$ cat config.mk
export PLATFORM = sky130hd
export DESIGN_NAME = ad2_sweep_sequencer
export DESIGN_NICKNAME = d
export VERILOG_FILES = /design/src/rtl/ad2_sweep_sequencer.sv
export SDC_FILE = /design/constraint.sdc
export NUM_CORES = 1
export LEC_CHECK = 0
export CORE_UTILIZATION = 53
export CTS_CLUSTER_DIAMETER = 40
export DETAILED_ROUTE_END_ITERATION = 12
export PLACE_DENSITY = 0.8
export SKIP_CTS_REPAIR_TIMING = 1
export SLEW_MARGIN = 20
export SYNTH_ARGS = -nofsm -noshare
export SYNTH_HDL_FRONTEND = slang
export SYNTH_SLANG_ARGS = --single-unit
$ cat constraint.sdc
create_clock -name clk -period 2.2 [get_ports clk]
set_clock_uncertainty 0.15 [all_clocks]
set_input_delay 0.44 -clock clk [delete_from_list [all_inputs] [get_ports clk]]
set_output_delay 0.44 -clock clk [all_outputs]
set_load 0.05 [all_outputs]
$ cat src/rtl/ad2_sweep_sequencer.sv
// ad2_sweep_sequencer: sweeps masked ADC channels over an I2C command/response master and reports results.
module ad2_sweep_sequencer #(
    parameter logic [6:0] DEV_ADDR = 7'h28,
    parameter int         TIMEOUT  = 100_000
) (
    input  logic        clk,
    input  logic        rst,
    input  logic        start,
    input  logic [3:0]  ch_mask,
    output logic        busy,
    output logic        cmd_valid,
    input  logic        cmd_ready,
    output logic [2:0]  cmd,
    output logic [7:0]  cmd_wdata,
    input  logic        rsp_valid,
    input  logic        rsp_ack,
    input  logic [7:0]  rsp_rdata,
    output logic        res_valid,
    output logic [1:0]  res_channel,
    output logic [11:0] res_data,
    output logic        err,
    output logic [1:0]  err_code,
    output logic        done
);
    localparam int CW = $clog2(TIMEOUT + 1);
    typedef enum logic [2:0] {IDLE, SEL, ISSUE, WAIT, CHECK, PUBLISH, DONE} state_t;
    state_t state, state_n;
    logic [3:0] pend, idx;
    logic [1:0] ch, low;
    logic [CW-1:0] cnt;
    logic [3:0] hi_q;
    logic [7:0] lo_q, wdata;
    logic [2:0] code;
    logic bad, skip, tmo, tmo_hit, nack, hi_bad;
    always_comb begin
        code  = 3'd4;
        wdata = 8'h00;
        case (idx)
            4'd0, 4'd4: code = 3'd0;
            4'd1: begin code = 3'd1; wdata = {DEV_ADDR, 1'b0}; end
            4'd2: begin code = 3'd1; wdata = 8'h10 << ch; end
            4'd5: begin code = 3'd1; wdata = {DEV_ADDR, 1'b1}; end
            4'd6: code = 3'd2;
            4'd7: code = 3'd3;
            default: code = 3'd4;
        endcase
    end
    assign low       = pend[0] ? 2'd0 : pend[1] ? 2'd1 : pend[2] ? 2'd2 : 2'd3;
    assign tmo_hit   = cnt == CW'(TIMEOUT - 1);
    assign nack      = code == 3'd1 && !rsp_ack;
    assign hi_bad    = idx == 4'd6 && (rsp_rdata[7:6] != 2'b00 || rsp_rdata[5:4] != ch);
    assign busy      = state != IDLE;
    assign cmd_valid = state == ISSUE;
    assign cmd       = cmd_valid ? code : 3'd0;
    assign cmd_wdata = cmd_valid ? wdata : 8'h00;
    assign res_valid = state == PUBLISH;
    assign done      = state == DONE;
    always_comb begin
        state_n = state;
        case (state)
            IDLE:    state_n = start ? SEL : IDLE;
            SEL:     state_n = pend == 4'd0 ? DONE : ISSUE;
            ISSUE:   state_n = cmd_ready ? WAIT : ISSUE;
            WAIT:    state_n = rsp_valid ? (idx == 4'd8 ? (bad ? SEL : PUBLISH) : CHECK) : (tmo_hit ? CHECK : WAIT);
            CHECK:   state_n = tmo ? DONE : ISSUE;
            PUBLISH: state_n = SEL;
            default: state_n = IDLE;
        endcase
    end
    always_ff @(posedge clk) begin
        if (rst) begin
            state       <= IDLE;
            pend        <= 4'd0;
            idx         <= 4'd0;
            ch          <= 2'd0;
            cnt         <= '0;
            hi_q        <= 4'd0;
            lo_q        <= 8'd0;
            bad         <= 1'b0;
            skip        <= 1'b0;
            tmo         <= 1'b0;
            err         <= 1'b0;
            err_code    <= 2'd0;
            res_channel <= 2'd0;
            res_data    <= 12'd0;
        end else begin
            state <= state_n;
            err   <= 1'b0;
            cnt   <= state == WAIT ? cnt + 1'b1 : '0;
            if (state == IDLE && start) begin
                pend <= ch_mask;
                tmo  <= 1'b0;
            end
            if (state == SEL && pend != 4'd0) begin
                ch   <= low;
                pend <= pend & (pend - 4'd1);
                idx  <= 4'd0;
                bad  <= 1'b0;
                skip <= 1'b0;
            end
            if (state == WAIT && rsp_valid) begin
                if (idx == 4'd6) hi_q <= rsp_rdata[3:0];
                if (idx == 4'd7) lo_q <= rsp_rdata;
                if (nack || hi_bad) begin
                    err      <= 1'b1;
                    err_code <= nack ? 2'd1 : 2'd2;
                    bad      <= 1'b1;
                    skip     <= nack;
                end
                if (idx == 4'd8 && !bad) begin
                    res_channel <= ch;
                    res_data    <= {hi_q, lo_q};
                end
            end else if (state == WAIT && tmo_hit) begin
                err      <= 1'b1;
                err_code <= 2'd3;
                tmo      <= 1'b1;
            end
            // a NACKed write jumps straight to the closing STOP
            if (state == CHECK) idx <= skip ? 4'd8 : idx + 4'd1;
        end
    end
endmodule

Word-level counts from Yosys, hierarchy flattened:

Cells that the tools add are included.

* $add $sub $neg: 3
* equal/unequal tests: 17
* shift operators: 1
* muxes and demuxes: 37
* bitwise operators: 2
* reductions and logical operators: 27

Operator list (number)
* $pmux 8 s3: 1
* $mux 3: 7
* $mux 4: 5
* $pmux 3 s6: 1
* $add 17x1->17 const B: 1
* $eq 17x17->1 const B: 1
* $eq 4x3->1 const B: 4
* $mux 1: 15
* $mux 2: 6
* $pmux 3 s4: 1
* $eq 3x3->1 const B: 3
* $logic_not 4->1: 2
* $mux 8: 1
* $reduce_and 2->1: 4
* $reduce_bool 2->1: 4
* $shl 5x2->8 const A: 1
* $logic_and 1x1->1: 7
* $eq 3x1->1 const B: 2
* $eq 3x2->1 const B: 2
* $add 4x1->4 const B: 1
* $and 4x4->4: 1
* $eq 4x1->1 const B: 1
* $eq 4x2->1 const B: 1
* $eq 4x4->1 const B: 1
* 11 further kinds: 14

* bits in registers: 62
* bits of input ports: 18
* output and inout bits: 32
* word-level logic and storage cells: 101

Depth between registers and ports, before layout:

* depth after elaboration: 8
* gate-level depth with buffers: 8
* gate-level depth less buffers: 6

Worst setup path before layout:

Ideal clock, no wire load.

* kind: register -> output
* start: register idx[0]
* end: output cmd[2]
* data arrival time: 3.568 ns
* required time: 1.610 ns
* setup slack: -1.958 ns
* stages on the path, launching flop included: 6
* buffers on the path: 0
* cells stage by stage: dfxtp_1 inv_1 ha_1 or2_2 and2_1 a2111oi_0

* word-level cells in the longest chain between the ends: 4
* elaborated cells between the ends (all ways): 11
* those cells by class: eq/ne: 6; mux: 2; reduce/logical: 3

RTL lines
* from (decl): line 28 `logic [3:0] pend, idx;`
* from (signal assigned): line 120 `if (state == CHECK) idx <= skip ? 4'd8 : idx + 4'd1;`
* $eq 4x3->1, or another cell as far along: line 38 `case (idx)`
* $reduce_or 3->1 (no line) or $reduce_or 2->1 (tied branches)
* $pmux 3 s4 *: line 38
* $mux 3 *: line 54 `assign cmd = cmd_valid ? code : 3'd0;`
* to (decl): line 13 `output logic [2:0] cmd,`

Every way passes the cells marked *; elsewhere a longest branch is shown, timed or not.

Final worst setup path:

Ends and elaborated chain as after synthesis.

==> flow_summary.json <==
{
  "timing_hold_violations_final": 0,
  "wire_length_of_the_first_global_routing_pass_mm": 12.3,
  "vdd_ir_drop_max_mv": 0.401,
  "outcome": "finished with violations",
  "worst_path_largest_cell_delay_ns": 0.36,
  "maxClockFrequency_mhz": 386,
  "grt_max_degree": 46,
  "post-synth-top-count-cell": "sky130_fd_sc_hd__dfxtp_1",
  "critical_path.endpoint_type": "primary output",
  "crit_path_top_delay_cell": "sky130_fd_sc_hd__dfxtp_2",
  "die_area_sq_um": 5790,
  "rsz0062_at_grt": "true",
  "area_growth_syn_to_layout_pct": 37.0,
  "totalWireLength_mm": 7.77,
  "cts.sinks": 62,
  "synth.cells.most_frequent": "sky130_fd_sc_hd__dfxtp_1, sky130_fd_sc_hd__nand2_1, sky130_fd_sc_hd__a21oi_1",
  "synth.ff_latch_count": 62,
  "die-width_um": 76.1,
  "finalNetCount": 443,
  "share_of_layout_cells_above_drive_strength_1_pct": 19.6,
  "netlist-cell-type-count": 48,
  "timing.hold.worst_endpoint": "cnt[0]$_SDFF_PP0_",
  "clk_latency_ns": 0.34,
  "ys_dominant_reg_cell": "sky130_fd_sc_hd__dfxtp_1",
  "regToRegStartpoint": "idx[0]$_SDFFE_PP0P_",
  "synth_top_cells_by_area": "sky130_fd_sc_hd__dfxtp_1, sky130_fd_sc_hd__a21oi_1, sky130_fd_sc_hd__nand2_1",
  "dr.first_iter.drc_count": 155,
  "fin_hold_ws_ns": 0.297,
  "placement_rows": 26,
  "crit_path_max_fanout": 4,
  "ant_nets": 0,
  "worstPathCellList": "inv_2 -> ha_4 -> buf_6 -> nor2b_4 -> o21a_4 -> a2111oi_4 -> clkbuf_16",
  "synth_instances": 359,
  "clock_tree.htree_level_count": 3,
  "dr.pass1.iters": 6,
  "powerDensity_nw_per_um2": 672,
  "worst_path_dominant_cell_family": "compound AO/OA/AOI/OAI gates",
  "floorplan.initialDensity_pct": 55.9,
  "worstReg2RegEnd": "err_code[0]$_SDFFE_PP0P_",
  "core-area_sq_um": 5200,
  "setup.reg_to_reg.worst_slack_ns": 0.04,
  "synth_largest_area_cell": "sky130_fd_sc_hd__dfxtp_1",
  "asyncSetResetFlopFracSynth_pct": 0,
  "yosysTopAreaCellShare_pct": 42.7,
  "fill_cells": 380,
  "critPathRequiredTime_ns": 1.61,
  "grt_util_all_layers_pct": 26.6,
  "synth.avg_cell_area_sq_um": 8.10,
  "static-leakage-power_nw": 1.39,
  "synth_edf_count": 0,
  "die_height_um": 76.1,
  "cts_buffer_depth": 2,
  "max_slew.worst_pin.slew_ns": 0.704,
  "drc_violation_count_after_routing": 0,
  "first_global_vias": 2705,
  "startpoint_type": "flip-flop",
  "critical_path.n_buffers_inverters": 3,
  "period_minus_slack_ns": 2.59,
  "antenna_cells": 0,
  "timing.max_cap.violations": 0,
  "num_cts_buffers": 9,
  "cts_tree": "built",
  "grt_antenna_before_repair": 0,
  "finalSetupViolCount": 7,
  "hpwl_mm": 5.13,
  "criticalPathCategory": "reg -> out",
  "hold-path-cell-count": 1,
  "globalplace.congestion": 0.842,
  "dr_total_vias": 2898,
  "timing.hold.worst.start": "cnt[0]$_SDFF_PP0_",
  "min_period_over_period_pct": 118,
  "synth-warning-count": 0,
  "io-pin-count": 50,
  "slew_viol_final": 0,
  "grt-ovfl-total": 0,
  "violations": "negative setup slack",
  "hold_path_class": "reg -> reg",
  "drt-vias-per-instance": 5.87,
  "cp.arrival_ns": 2.00,
  "wl_per_cell_um": 15.7,
  "timing.reg2reg.worst_path_depth": 8,
  "cts.reportedPaths.clkPinSlew_ns": 0.07,
  "cts_root_buf": "sky130_fd_sc_hd__clkbuf_8",
  "setup_ws_ns": -0.393,
  "pre_cts_slack_ns": -0.0367,
  "synth.cell_area_sq_um": 2910,
  "post_synthesis_sequential_area_ratio_pct": 42.7,
  "maxSlewHeadroom_pct": 52.7,
  "port_buffers": 46
}
worst max path at each step:
stage	endpoint	start	cells past startpoint
after floorplan	cmd[2]	idx[0]$_SDFFE_PP0P_	5
after global placement	cmd[2]	idx[0]$_SDFFE_PP0P_	6
after detailed placement	cmd[2]	idx[0]$_SDFFE_PP0P_	6
after CTS	cmd[2]	idx[0]$_SDFFE_PP0P_	6
after global routing	cmd[2]	idx[0]$_SDFFE_PP0P_	7
final	cmd[2]	idx[0]$_SDFFE_PP0P_	7
registers in the layout, summed over array words and instances, names as in the netlist:
register	count
cnt	17
res_data	12
lo_q	8
hi_q	4
idx	4
pend	4
state	3
ch	2
err_code	2
res_channel	2
bad	1
err	1
skip	1
tmo	1
kinds of logic (layout without fill, tap and decap cells):
kind of cell | after synthesis | in the layout | synth area share (%)
flip-flops | 62 | 62 | 42.7
adder cells (fa/ha/maj) | 5 | 5 | 2.15
AND/OR/NAND/NOR | 162 | 162 | 29.0
AO/OA/AOI/OAI | 80 | 80 | 16.0
XOR/XNOR | 12 | 12 | 3.61
buffers and inverters | 32 | 95 | 4.69
multiplexers | 5 | 5 | 1.72
other | 1 | 3 | 0.129
worst register-to-register path: stages, from the launching register on:
cell                       delay [ns]
sky130_fd_sc_hd__dfxtp_2         0.34
sky130_fd_sc_hd__inv_2           0.08
sky130_fd_sc_hd__ha_4            0.14
sky130_fd_sc_hd__buf_6           0.10
sky130_fd_sc_hd__buf_4           0.11
sky130_fd_sc_hd__nand3b_1        0.22
sky130_fd_sc_hd__a311o_1         0.50
sky130_fd_sc_hd__a32oi_1         0.23
sky130_fd_sc_hd__o21ai_0         0.14
placed cells by master (no fill, tap or decap), drive strengths merged, types with 3 or more instances in the layout:
cell / count
clkdlybuf4s50: 34
o21ai: 21
nand2: 57
inv: 10
dfxtp: 62
and3: 5
and4: 4
a21oi: 46
nand2b: 3
nand3b: 5
or3: 5
nor3b: 3
xnor2: 6
conb: 3
mux2i: 5
and2: 5
nor3: 13
nand4: 5
buf: 34
ha: 5
clkbuf: 12
nand3: 15
xor2: 6
nor2: 30
metal layers:
| layer | GRT usage [%] | wire, um | part of all wire (%) | up-vias |
|---|---|---|---|---|
| li1 | - | - | - | 1365 |
| met1 | 30.1 | 3100 | 40 | 1400 |
| met2 | 49.5 | 4060 | 52 | 99 |
| met3 | 3.95 | 346 | 4.5 | 34 |
| met4 | 11.7 | 266 | 3.4 | 0 |
| met5 | 0 | 0 | 0 | - |
area by class of cell:
type | count | area (sq um) | share of cell area (%)
clock buffers | 11 | 151 | 3.80
clock inverters | 4 | 70.1 | 1.76
inverters | 11 | 45.0 | 1.13
multi-input cells | 267 | 1630 | 41.0
flip-flops and latches | 62 | 1240 | 31.2
well taps | 70 | 87.6 | 2.20
repair buffers | 69 | 753 | 18.9
metrics by stage:
stage | utilization [%] | TNS (ns) | instance area, sq um | power (mW) | std cells
6_report | 76.5 | -1.21 | 3980 | 2.67 | 494
2_1_floorplan | - | -0.248 | 2970 | 1.43 | 361
3_5_place_dp | 70.6 | -0.0367 | 3670 | 1.55 | 475
5_1_grt | 76.5 | -1.61 | 3980 | 2.76 | 494
4_1_cts | 74.8 | -1.30 | 3890 | 2.65 | 490
3_3_place_gp | 70.6 | 0 | 3670 | 1.54 | 475
report_power, final:
| part | switching [mW] | internal, mW |
|---|---|---|
| Sequential | 0.0275 | 1.15 |
| Combinational | 0.218 | 0.153 |
| Clock | 0.441 | 0.689 |
(Power assumes the default switching activity.)
